--- src/rtl/psi_pkg.sv ---
// Shared definitions for the parallel sequence insertion/detection pair:
// FSM state encodings and the accumulator sizing rule.
package psi_pkg;

  typedef enum logic [1:0] {
    STS_Idle   = 2'b00,
    STS_Active = 2'b01,
    STS_Drain  = 2'b10
  } psi_state_e;

  // Accumulator must hold a partial word plus a full incoming word, or the
  // whole pattern sitting at the largest offset.
  function automatic int unsigned acc_width(input int unsigned wid_bitstream,
                                            input int unsigned wid_compair);
    int unsigned two_w;
    int unsigned c_w;
    two_w = 2 * wid_bitstream;
    c_w   = wid_compair + wid_bitstream;
    return (two_w > c_w) ? two_w : c_w;
  endfunction

endpackage

--- src/rtl/parallel_sequence_insertion.sv ---
// Builds a frame (sync pattern at a bit offset, then payload words) as an
// LSB-first bitstream and emits it as registered parallel words.
module parallel_sequence_insertion
  import psi_pkg::*;
#(
  parameter int unsigned WID_Bitstream = 8,
  parameter int unsigned WID_Compair   = 12,
  parameter int unsigned WID_Length    = 16
) (
  input  logic                             local_PSI_clk,
  input  logic                             local_PSI_reset,
  input  logic                             local_PSI_newframe,
  input  logic [WID_Compair-1:0]           local_PSI_pattern,
  input  logic [$clog2(WID_Bitstream)-1:0] local_PSI_offset,
  input  logic [WID_Length-1:0]            local_PSI_length,
  input  logic [WID_Bitstream-1:0]         local_PSI_data,
  input  logic                             local_PSI_valid,
  output logic                             PSI_local_ready,
  output logic                             PSI_local_busy,
  output logic [WID_Bitstream-1:0]         PSI_local_bitstream,
  output logic                             PSI_local_strobe,
  output logic                             PSI_local_last
);

  localparam int unsigned AccW  = acc_width(WID_Bitstream, WID_Compair);
  localparam int unsigned FillW = $clog2(AccW + 1);
  localparam logic [FillW-1:0] WFill = FillW'(WID_Bitstream);

  psi_state_e              state_q, state_d;
  logic [AccW-1:0]         acc_q, acc_d;
  logic [FillW-1:0]        fill_q, fill_d;
  logic [WID_Length-1:0]   remaining_q, remaining_d;
  logic [WID_Bitstream-1:0] bitstream_q;
  logic                    strobe_q, last_q;

  logic                    emit;
  logic                    ready;
  logic                    accept;
  logic                    last;
  logic [AccW-1:0]         acc_sh;
  logic [FillW-1:0]        fill_after;
  logic [WID_Bitstream-1:0] word;

  // State and datapath registers.
  always_ff @(posedge local_PSI_clk or negedge local_PSI_reset) begin
    if (!local_PSI_reset) begin
      state_q     <= STS_Idle;
      acc_q       <= '0;
      fill_q      <= '0;
      remaining_q <= '0;
      bitstream_q <= '0;
      strobe_q    <= 1'b0;
      last_q      <= 1'b0;
    end else begin
      state_q     <= state_d;
      acc_q       <= acc_d;
      fill_q      <= fill_d;
      remaining_q <= remaining_d;
      strobe_q    <= emit;
      last_q      <= last;
      if (emit) begin
        bitstream_q <= word;
      end
    end
  end

  // Emit/accept decisions; depend only on registers plus the valid input.
  always_comb begin
    emit       = 1'b0;
    acc_sh     = acc_q;
    fill_after = fill_q;
    word       = '0;
    if (state_q == STS_Active || state_q == STS_Drain) begin
      emit = (fill_q >= WFill) || (state_q == STS_Drain && fill_q != '0);
      if (emit) begin
        acc_sh     = acc_q >> WID_Bitstream;
        fill_after = (fill_q >= WFill) ? fill_q - WFill : '0;
        // Bits above fill are zero by construction; masking keeps it explicit.
        word       = acc_q[WID_Bitstream-1:0] & ~({WID_Bitstream{1'b1}} << fill_q);
      end
    end
    ready  = (state_q == STS_Active) && (fill_after < WFill);
    accept = ready && local_PSI_valid;
    last   = emit && (state_q == STS_Drain) && (fill_after == '0);
  end

  // Next-state logic.
  always_comb begin
    state_d     = state_q;
    acc_d       = acc_q;
    fill_d      = fill_q;
    remaining_d = remaining_q;
    case (state_q)
      STS_Idle: begin
        if (local_PSI_newframe) begin
          acc_d       = AccW'(local_PSI_pattern) << local_PSI_offset;
          fill_d      = FillW'(local_PSI_offset) + FillW'(WID_Compair);
          remaining_d = local_PSI_length;
          state_d     = (local_PSI_length == '0) ? STS_Drain : STS_Active;
        end
      end
      STS_Active: begin
        acc_d  = acc_sh;
        fill_d = fill_after;
        if (accept) begin
          acc_d       = acc_sh | (AccW'(local_PSI_data) << fill_after);
          fill_d      = fill_after + WFill;
          remaining_d = remaining_q - WID_Length'(1);
          if (remaining_q == WID_Length'(1)) begin
            state_d = STS_Drain;
          end
        end
      end
      STS_Drain: begin
        acc_d  = acc_sh;
        fill_d = fill_after;
        if (last) begin
          state_d = STS_Idle;
        end
      end
      default: begin
        state_d     = STS_Idle;
        acc_d       = '0;
        fill_d      = '0;
        remaining_d = '0;
      end
    endcase
  end

  assign PSI_local_ready     = ready;
  assign PSI_local_busy      = (state_q != STS_Idle);
  assign PSI_local_bitstream = bitstream_q;
  assign PSI_local_strobe    = strobe_q;
  assign PSI_local_last      = last_q;

endmodule

--- config.mk ---
export PLATFORM = sky130hd
export DESIGN_NAME = parallel_sequence_insertion
export DESIGN_NICKNAME = d
export VERILOG_FILES = /design/src/rtl/psi_pkg.sv /design/src/rtl/parallel_sequence_insertion.sv
export SDC_FILE = /design/constraint.sdc
export NUM_CORES = 1
export LEC_CHECK = 0
export CAP_MARGIN = 20
export CORE_ASPECT_RATIO = 1.75
export CORE_MARGIN = 3
export CORE_UTILIZATION = 61
export CTS_CLUSTER_DIAMETER = 50
export DETAILED_ROUTE_END_ITERATION = 16
export PLACE_DENSITY = 0.94
export SLEW_MARGIN = 20
export SYNTH_ARGS = -nofsm -noshare
export SYNTH_HDL_FRONTEND = slang
export SYNTH_SLANG_ARGS = --single-unit
--- constraint.sdc ---
create_clock -name local_PSI_clk -period 4.1 [get_ports local_PSI_clk]
set_input_delay 0.41 -clock local_PSI_clk [delete_from_list [all_inputs] [get_ports local_PSI_clk]]
set_output_delay 0.41 -clock local_PSI_clk [all_outputs]
set_load 0.005 [all_outputs]
; After elaboration in Yosys (flattened, before gate mapping)
; Cells that the tools add are included.
[op_classes]
n_addsub = 4
multipliers = 0
div = 0
magnitude_cmp = 2
eq_ne = 7
n_shift = 3
mux = 23
bitwise_logic = 4
n_reduce_logical = 14
[op_table]
columns = cell, count
row1 = $mux W20, 4
row2 = $pmux W20 S3, 1
row3 = $pmux W16 S3, 1
row4 = $mux W16, 2
row5 = $mux W5, 5
row6 = $or A20 B20 Y20, 1
row7 = $shl A12 B3 Y20, 1
row8 = $shl A8 B5 Y20, 1
row9 = $eq A16 B1 Y1 const B, 1
row10 = $logic_not A16 Y1, 1
row11 = $mux W8, 2
row12 = $sub A16 B1 Y16 const B, 1
row13 = $pmux W5 S3, 1
row14 = $mux W2, 5
row15 = $and A8 B8 Y8, 1
row16 = $not A8 Y8, 1
row17 = $shl A8 B5 Y8 const A, 1
row18 = $ne A2 B2 Y1 const B, 3
row19 = $pmux W2 S3, 1
row20 = $add A3 B4 Y5 const B, 1
row21 = $add A5 B4 Y5 const B, 1
row22 = $ge A5 B4 Y1 const B, 1
row23 = $logic_and A1 B1 Y1, 5
row24 = $logic_not A5 Y1, 1
row25 = 13 further kinds, 14
[totals]
ff_bits = 53
latchBits = 0
ramBits = 0
mem_bits_ro = 0
in_bits = 43
output_inout_bits = 12
memories = 0

; Logic depth before layout (Yosys ltp)
; Gate-level depths: netlist of run 1.
[depth]
word_depth = 10
ltp_mapped = 12
ltp_nobuf = 10

; Least setup slack after synthesis of run 1
; OpenSTA, ideal clock, no wires.
[synth_timing]
path_type = register to register
start = reg state_q[0]
end = reg remaining_q[10]
setup_time_ns = 0.126
t_arrival_ns = 2.480
slack_ns = 1.494
path_stages_with_launch = 12
n_path_buf = 3
cell_sequence = dfrtp_1 inv_1 ha_1 buf_2 nand3b_1 and2_1 ha_1 nand3_1 a211o_1 buf_2 buf_2 a221o_1
[synth_via]
elab_chain_cells = 10
[synth_lines]
columns = element, line_no
row1 = "start, declared", parallel_sequence_insertion.sv:29  ; psi_state_e state_q, state_d;
row2 = "start signal, assigned", parallel_sequence_insertion.sv:47  ; state_q <= STS_Idle;
row3 = "start signal, assigned", parallel_sequence_insertion.sv:55  ; state_q <= state_d;
row4 = $eq A2 B2 Y1, "parallel_sequence_insertion.sv:73, parallel_sequence_insertion.sv:74, parallel_sequence_insertion.sv:93"
row5 = $logic_and A1 B1 Y1, parallel_sequence_insertion.sv:74  ; emit = (fill_q >= WFill) || (state_q == STS_Drain && fill_q != '0);
row6 = $logic_or A1 B1 Y1, parallel_sequence_insertion.sv:74
row7 = $mux W5, parallel_sequence_insertion.sv:75  ; if (emit) begin
row8 = $mux W5, parallel_sequence_insertion.sv:73  ; if (state_q == STS_Active || state_q == STS_Drain) begin
row9 = $lt A5 B4 Y1, parallel_sequence_insertion.sv:82  ; ready = (state_q == STS_Active) && (fill_after < WFill);
row10 = $logic_and A1 B1 Y1, parallel_sequence_insertion.sv:82
row11 = $logic_and A1 B1 Y1, parallel_sequence_insertion.sv:83  ; accept = ready && local_PSI_valid;
row12 = $ne A2 B2 Y1 (no line), n/a
row13 = $reduce_and A3 Y1 (no line), n/a
row14 = "end signal, assigned", parallel_sequence_insertion.sv:58  ; remaining_q <= remaining_d;
row15 = "end, declared", parallel_sequence_insertion.sv:32  ; logic [WID_Length-1:0] remaining_q, remaining_d;
; Parallel ways exist; a longest one is shown, timed or not.
; A chain may end at the register's enable or synchronous reset.

; Final worst setup path of run 1
[layout_timing]
start = reg state_q[1]
end = reg remaining_q[10]
; Same word-level chain as after synthesis.

==> summary.txt, run 1 <==
STA
  – Final worst path period need: 3.29 ns
  – Clock Skew: 0.00713 ns
  – Setup TNS: 0 ns
  – Slew headroom: 34.4%
  – Count of final setup violators: 0
  – Final period utilization: 80.3%
  – Unrepaired setup endpoints after global routing: no
  – Hold Vio Cnt, Final: 0
  – Slew @ Worst Pin: 0.976 ns
  – Slew Viols, Final: 0
  – Fmax: 0.304 GHz

Setup path
  – Crit. End Element: register
  – Critical Path Fanout Max: 30
  – Reg2reg setup slack: 0.81 ns
  – R2R Path Start: state_q[1]
  – FF-to-FF path depth: 10
  – Kind of critical path: reg -> reg
  – CP arrival: 3.49 ns
  – WP data required: 4.30 ns
  – R2R Path End: remaining_q[10]
  – Worst Setup Start Kind: register

Global routing
  – Pin count of the biggest net entering global routing: 54
  – Antenna violations before repair: 0
  – GRT Total Usage: 36.7%
  – Global-route wire length before repair: 23.8 mm
  – Vias in the first global route: 4,569
  – Total gr overflow: 0

CTS
  – Max Root-Sink Buffers: 2
  – CTS tree: yes
  – Clock sink count: 53
  – Root Driver: clkbuf_16
  – Number of CTS-inserted buffers: 5
  – Clk_lat worst skew: 0.31 ns
  – Worst-path clk slew: 0.08 ns
  – Setup bufs post-CTS: 0
  – Post-CTS sizing: 0
  – # hold bufs at CTS: 0
  – H-tree lvl count: 2

Floorplanning
  – Initial Util: 63.6%
  – Die W: 70.1 um
  – Die area: 0.00829 mm^2
  – Core area: 0.00691 mm^2
  – Num rows: 40
  – I/O pin total: 55
  – Die H: 118 um

Cells and area
  – Fill count: 544
  – Ant diodes: 0
  – Area growth, synth to finish: 15.0%
  – Nets: 595
  – Share of cells above drive strength 1: 9.89%
  – Fin util: 73.1%

Logic synthesis
  – Sequential share of the synthesized area: 30.2%
  – Mapped Cells: 517
  – Top FF cell, synth: dfrtp_1
  – Post-synth EDFFs: 0
  – Synthesis Warnings: 0
  – Syn Nets: 567
  – Post-synth cell types: 69
  – #FFs+latches synth: 53
  – Post-synthesis cell area: 0.00439 mm^2
  – Synthesized area per cell: 8.49 um^2
  – Ys async rst share: 100%

Detailed routing
  – DR vias/cell: 7.32
  – Wire per inst: 24.1 um
  – Final wirelength: 15.2 mm
  – Drc violations: 0
  – Final antenna-violating net count: 0
  – Pre-Repair DR Iteration Count: 6
  – Initial drt markers: 325
  – Vias: 4,609

Placed design
  – # port buffers: 54
  – GP Congestion: 1.00
  – HPWL after DPL: 11.3 mm

Pwr
  – Worst vdd ir: 297 uV
  – LEAKAGE: 2.06 nW
  – Pwr dens: 757 mW/mm^2
  – Overall power: 3.82 mW

Worst hold path
  – Hold Crit Class: in -> async

Job
  – Max-cap viol count: 0

Outcome
  – Status: complete, no violations
## kinds of logic after synthesis
logic type | count (synthesis) | synth area share, %
flip-flops | 53 | 30.2
AND/OR/NAND/NOR | 181 | 21.5
buffers and inverters | 55 | 5.67
AO/OA/AOI/OAI | 182 | 28.7
multiplexers | 39 | 11.9
adder cells (fa/ha/maj) | 7 | 1.99
## critical path, stage by stage, from the launching register on
cell	delay, ns
dfrtp_1	0.39
inv_1	0.09
ha_1	0.48
nand3b_1	0.16
and2_1	0.19
ha_1	0.20
nand3_1	0.26
a211o_1	0.78
nor3_1	0.14
a21o_1	0.20
a221o_1	0.28
## state kept, by name (all words and copies together) (netlist names)
name                 cells
PSI_local_bitstream      8
PSI_local_last           1
PSI_local_strobe         1
acc_q                   20
fill_q                   5
remaining_q             16
state_q                  2
## power by group
group	internal, mW	switching, mW	total (mW)
combinational	0.902	1.43	2.33
clock	0.228	0.215	0.444
sequential	0.736	0.312	1.05
## cells in the mapped netlist (7+ instances only)
library cell,n,share of area (%)
nor3_1,11,1.3
and3_1,12,1.7
a21o_1,12,2.1
inv_1,12,1.0
nor2_1,30,2.6
a22oi_1,11,1.9
dfrtp_1,53,30
clkbuf_1,19,1.6
ha_1,7,2.0
nand2b_1,8,1.1
a21oi_1,34,3.9
mux2_2,13,3.3
nand3_1,23,2.6
mux2i_1,16,3.6
nor4_1,7,1.0
o21ai_0,41,4.7
mux4_2,9,4.6
o211ai_1,8,1.4
nand2_1,53,4.5
buf_2,17,1.9
a221o_1,11,2.5
## per-layer routing
| metal | share of wire, % | global-route usage, % |
|---|---|---|
| met1 | 33 | 37.2 |
| met5 | 0 | 0 |
| met4 | 9.8 | 31.1 |
| met2 | 51 | 63.9 |
| met3 | 6.4 | 5.70 |
## through the flow
stage	area, um^2	instances	hold WS, ns	setup slack, ns
global route	5050	630	0.294	0.586
detailed placement	4900	622	0.468	0.888
global placement	4900	622	0.452	1.12
CTS	5050	630	0.258	0.890
floorplan	4390	517	0.114	1.49
finish	5050	630	0.222	0.809
## cells in the final DEF (no fill, tap or decap), types with 9 or more instances in the layout
master,Yosys,layout
mux2i_1,16,16
inv_1,12,12
a22oi_1,11,11
nand3_1,23,23
a21oi_1,34,34
buf_4,1,9
and3_1,12,12
mux4_2,9,9
mux2_2,13,13
a21o_1,12,12
nor2_1,30,30
a221o_1,11,11
o21ai_0,41,41
dfrtp_1,53,53
nand2_1,53,53
clkdlybuf4s50_1,0,53
nor3_1,11,11
## worst max-delay path by stage
stage / startpoint / end / slack, ns / cells after the start
floorplan: state_q[0] / remaining_q[10] / 1.49 / 11
global placement: state_q[0] / remaining_q[12] / 1.12 / 10
detailed placement: state_q[0] / remaining_q[10] / 0.89 / 10
CTS: state_q[0] / remaining_q[10] / 0.89 / 10
global route: state_q[1] / remaining_q[7] / 0.59 / 10
finish: state_q[1] / remaining_q[10] / 0.81 / 10
## cell type report
type	instances	area [um^2]	area share [%]
Clock inverter	3	21.3	0.421
Multi-Input combinational cell	409	2820	55.8
Clock buffer	5	125	2.48
Sequential cell	53	1330	26.3
Timing Repair Buffer	63	603	11.9
Tap cell	84	105	2.08
Inverter	13	51.3	1.02
Note: power is estimated with default switching activity, not from simulation.
==> run 2, diff against run 1 <==
--- a/config.mk
+++ b/config.mk
@@ -8,10 +8,10 @@
 export CAP_MARGIN = 20
 export CORE_ASPECT_RATIO = 1.75
 export CORE_MARGIN = 3
-export CORE_UTILIZATION = 61
+export CORE_UTILIZATION = 57
 export CTS_CLUSTER_DIAMETER = 50
 export DETAILED_ROUTE_END_ITERATION = 16
-export PLACE_DENSITY = 0.94
+export PLACE_DENSITY = 0.89
 export SLEW_MARGIN = 20
 export SYNTH_ARGS = -nofsm -noshare
 export SYNTH_HDL_FRONTEND = slang
==> constraint.sdc (replaced) <==
create_clock -name local_PSI_clk -period 3.06 [get_ports local_PSI_clk]
set_input_delay 0.306 -clock local_PSI_clk [delete_from_list [all_inputs] [get_ports local_PSI_clk]]
set_output_delay 0.306 -clock local_PSI_clk [all_outputs]
set_load 0.005 [all_outputs]
==> run 2 against run 1 <==
Against the previous run:
- the run now ends with hold timing left
- first-iteration DRC count rose by 20%
- cell count is 2.4% higher
- clock-buffer cell count unchanged
- largest cell class unchanged
==> summary.txt, run 2 (synthesis results as in run 1) <==
Worst hold path
  – Hold Crit Class: in -> async

Cells and area
  – Max reg flops: 20 (unchanged)
  – Reg with most FFs: acc_q
  – Ant diodes: 0 (unchanged)
  – Commonest cells after routing, fill and taps aside: dfrtp_1, nand2_1, clkdlybuf4s50_1
  – Share of cells above drive strength 1: 12.3% (+2.5 points)
  – Area growth, synth to finish: 18.2%
  – Fin area: 0.00519 mm^2 (+2.8%)
  – Final std cells w/o fill: 645 (+2.4%)
  – Nets: 608 (+2.2%)

Floorplanning
  – Num rows: 41 (+2.5%)
  – Initial Util: 59.9% (-3.7 points)
  – Die W: 72.4 um (+3.2%)
  – Die H: 122 um (+3.3%)
  – Core area: 0.00734 mm^2 (+6.2%)
  – Die area: 0.00884 mm^2 (+6.5%)
  – I/O pin total: 55 (unchanged)

Placed design
  – HPWL after DPL: 12.0 mm (+5.9%)
  – GP Congestion: 1.01 (+1.3%)
  – Placed cell area: 0.00501 mm^2 (+2.3%)
  – # port buffers: 54 (unchanged)
  – DP Cell Count: 637 (+2.4%)

Detailed routing
  – Final antenna-violating net count: 0 (unchanged)
  – Initial drt markers: 389 (+20%)
  – Wire per inst: 24.2 um (+0.41%)
  – DR vias/cell: 7.28 (-0.50%)
  – Pre-Repair DR Iteration Count: 5 (-1)
  – Final wirelength: 15.6 mm (+2.8%)
  – Drc violations: 0 (unchanged)
  – Vias: 4,695 (+1.9%)

Setup path
  – CP peak stage delay: 0.43 ns (-0.35 ns)
  – Critical-path cell list: inv_1 > ha_2 > nand2b_1 > and2_1 > ha_1 > nand3_2 > a211o_1 > buf_4 > nor4_1 > o21ai_0 > nand3_1
  – Kind of critical path: reg -> reg
  – R2R Path Start: state_q[0]
  – Critical Path Fanout Max: 30 (unchanged)
  – R2R Path End: remaining_q[5]
  – Worst Setup Start Kind: register
  – WP data required: 3.29 ns (-1.01 ns)
  – Reg2reg setup slack: 0.29 ns (-0.52 ns)
  – Crit. End Element: register
  – Crit path max-delay cell type: ha_2
  – FF-to-FF path depth: 11 (+1)
  – CP arrival: 3.00 ns (-0.49 ns)

Global routing
  – Vias in the first global route: 4,665 (+2.1%)
  – Global-route wire length before repair: 24.1 mm (+1.2%)
  – GRT Total Usage: 36.1% (-0.66 points)
  – Antenna violations before repair: 0 (unchanged)
  – Total gr overflow: 0 (unchanged)
  – Pin count of the biggest net entering global routing: 32 (-41%)

STA
  – Slew headroom: 55.0% (+21 points)
  – Final period utilization: 90.4% (+10 points)
  – Unrepaired setup endpoints after global routing: no
  – Setup TNS: 0 ns (unchanged)
  – Fmax: 0.361 GHz (+19%)
  – Slew @ Worst Pin: 0.672 ns (-0.304 ns)
  – Hold Vio Cnt, Final: 1 (+1)
  – Hold Slack: -0.000153 ns (-0.222 ns)
  – Slew Viols, Final: 0 (unchanged)
  – Clock Skew: 0.00976 ns (+0.00263 ns)
  – Count of final setup violators: 0 (unchanged)
  – Final worst path period need: 2.77 ns (-0.525 ns)

CTS
  – CTS tree: yes
  – Root Driver: clkbuf_16
  – Setup bufs post-CTS: 0 (unchanged)
  – Clk_lat worst skew: 0.30 ns (about the same)
  – Worst-path clk slew: 0.07 ns (about the same)
  – Max Root-Sink Buffers: 2 (unchanged)
  – Number of CTS-inserted buffers: 5 (unchanged)
  – H-tree lvl count: 2 (unchanged)
  – Clock sink count: 53 (unchanged)

Pwr
  – LEAKAGE: 2.14 nW (+4.0%)
  – Worst vdd ir: 456 uV (+53%)
  – Pwr dens: 1020 mW/mm^2 (+35%)

Job
  – Max-cap viol count: 0 (unchanged)

Outcome
  – Failing checks: hold timing
  – Status: finished with violations
[run 2: cell types whose count changed in the layout (fill, tap and decap cells not counted)]
cell,change
nand3_2,+1
ha_1,-1
buf_12,+1
ha_2,+1
nand3_1,-1
buf_4,+12
clkinvlp_4,-1
bufinv_16,+1
[run 2: worst max path at each step]
stage,from,endpoint,slack [ns],depth (start not counted)
final,state_q[0],remaining_q[5],0.29,11
after global routing,state_q[1],remaining_q[8],0.12,11
after CTS,state_q[0],remaining_q[12],0.20,11
after detailed placement,state_q[0],remaining_q[12],0.19,11
after global placement,state_q[0],remaining_q[7],0.35,11
after floorplan,state_q[0],remaining_q[10],0.45,11
[run 2: final cells by class]
| cell class | instances | area [um^2] |
|---|---|---|
| Clock buffer | 5 | 125 |
| Inverter | 13 | 51.3 |
| Sequential cell | 53 | 1330 |
| Fill cell | 615 | 2140 |
| Clock inverter | 3 | 43.8 |
| Multi-Input combinational cell | 409 | 2820 |
| Timing Repair Buffer | 76 | 713 |
| Tap cell | 86 | 108 |
[run 2: where the power goes]
group	internal, mW	switching, mW	total [mW]
Sequential	0.989	0.324	1.31
Combinational	1.29	2.03	3.31
Clock	0.388	0.281	0.669
Total	2.67	2.63	5.30
[run 2: worst max-delay path: cells and delay by family (launching register included)]
family	cells	cell delay, ns
flip-flops	1	0.39
AO/OA/AOI/OAI	2	0.50
adder cells (fa/ha/maj)	2	0.62
buffers and inverters	2	0.31
AND/OR/NAND/NOR	5	0.87
[run 2: metal layers]
| layer | GRT usage [%] | wire length, um | vias to the layer above |
|---|---|---|---|
| li1 | - | - | 2071 |
| met3 | 4.21 | 1040 | 103 |
| met2 | 65.4 | 8190 | 301 |
| met1 | 36.0 | 5010 | 2220 |
| met4 | 28.0 | 1380 | 0 |
| met5 | 0 | 0 | - |
[run 2: what timing repair did]
item,in CTS,in global routing
endpoints found under the setup margin,0,8
hold buffers,0,0
resized for setup,0,2
[run 2: metrics by stage]
| stage | utilization [%] | total power [mW] | setup WS, ns | hold slack, ns |
|---|---|---|---|---|
| 6_report | 70.8 | 5.30 | 0.294 | -0.000153 |
| 5_1_grt | 70.8 | 5.59 | 0.119 | 0.0238 |
| 4_1_cts | 70.7 | 5.20 | 0.197 | 0.0129 |
| 3_5_place_dp | 68.4 | 4.53 | 0.188 | 0.333 |
| 3_3_place_gp | 68.4 | 4.43 | 0.349 | 0.329 |
| 2_1_floorplan | - | 3.47 | 0.454 | 0.0104 |
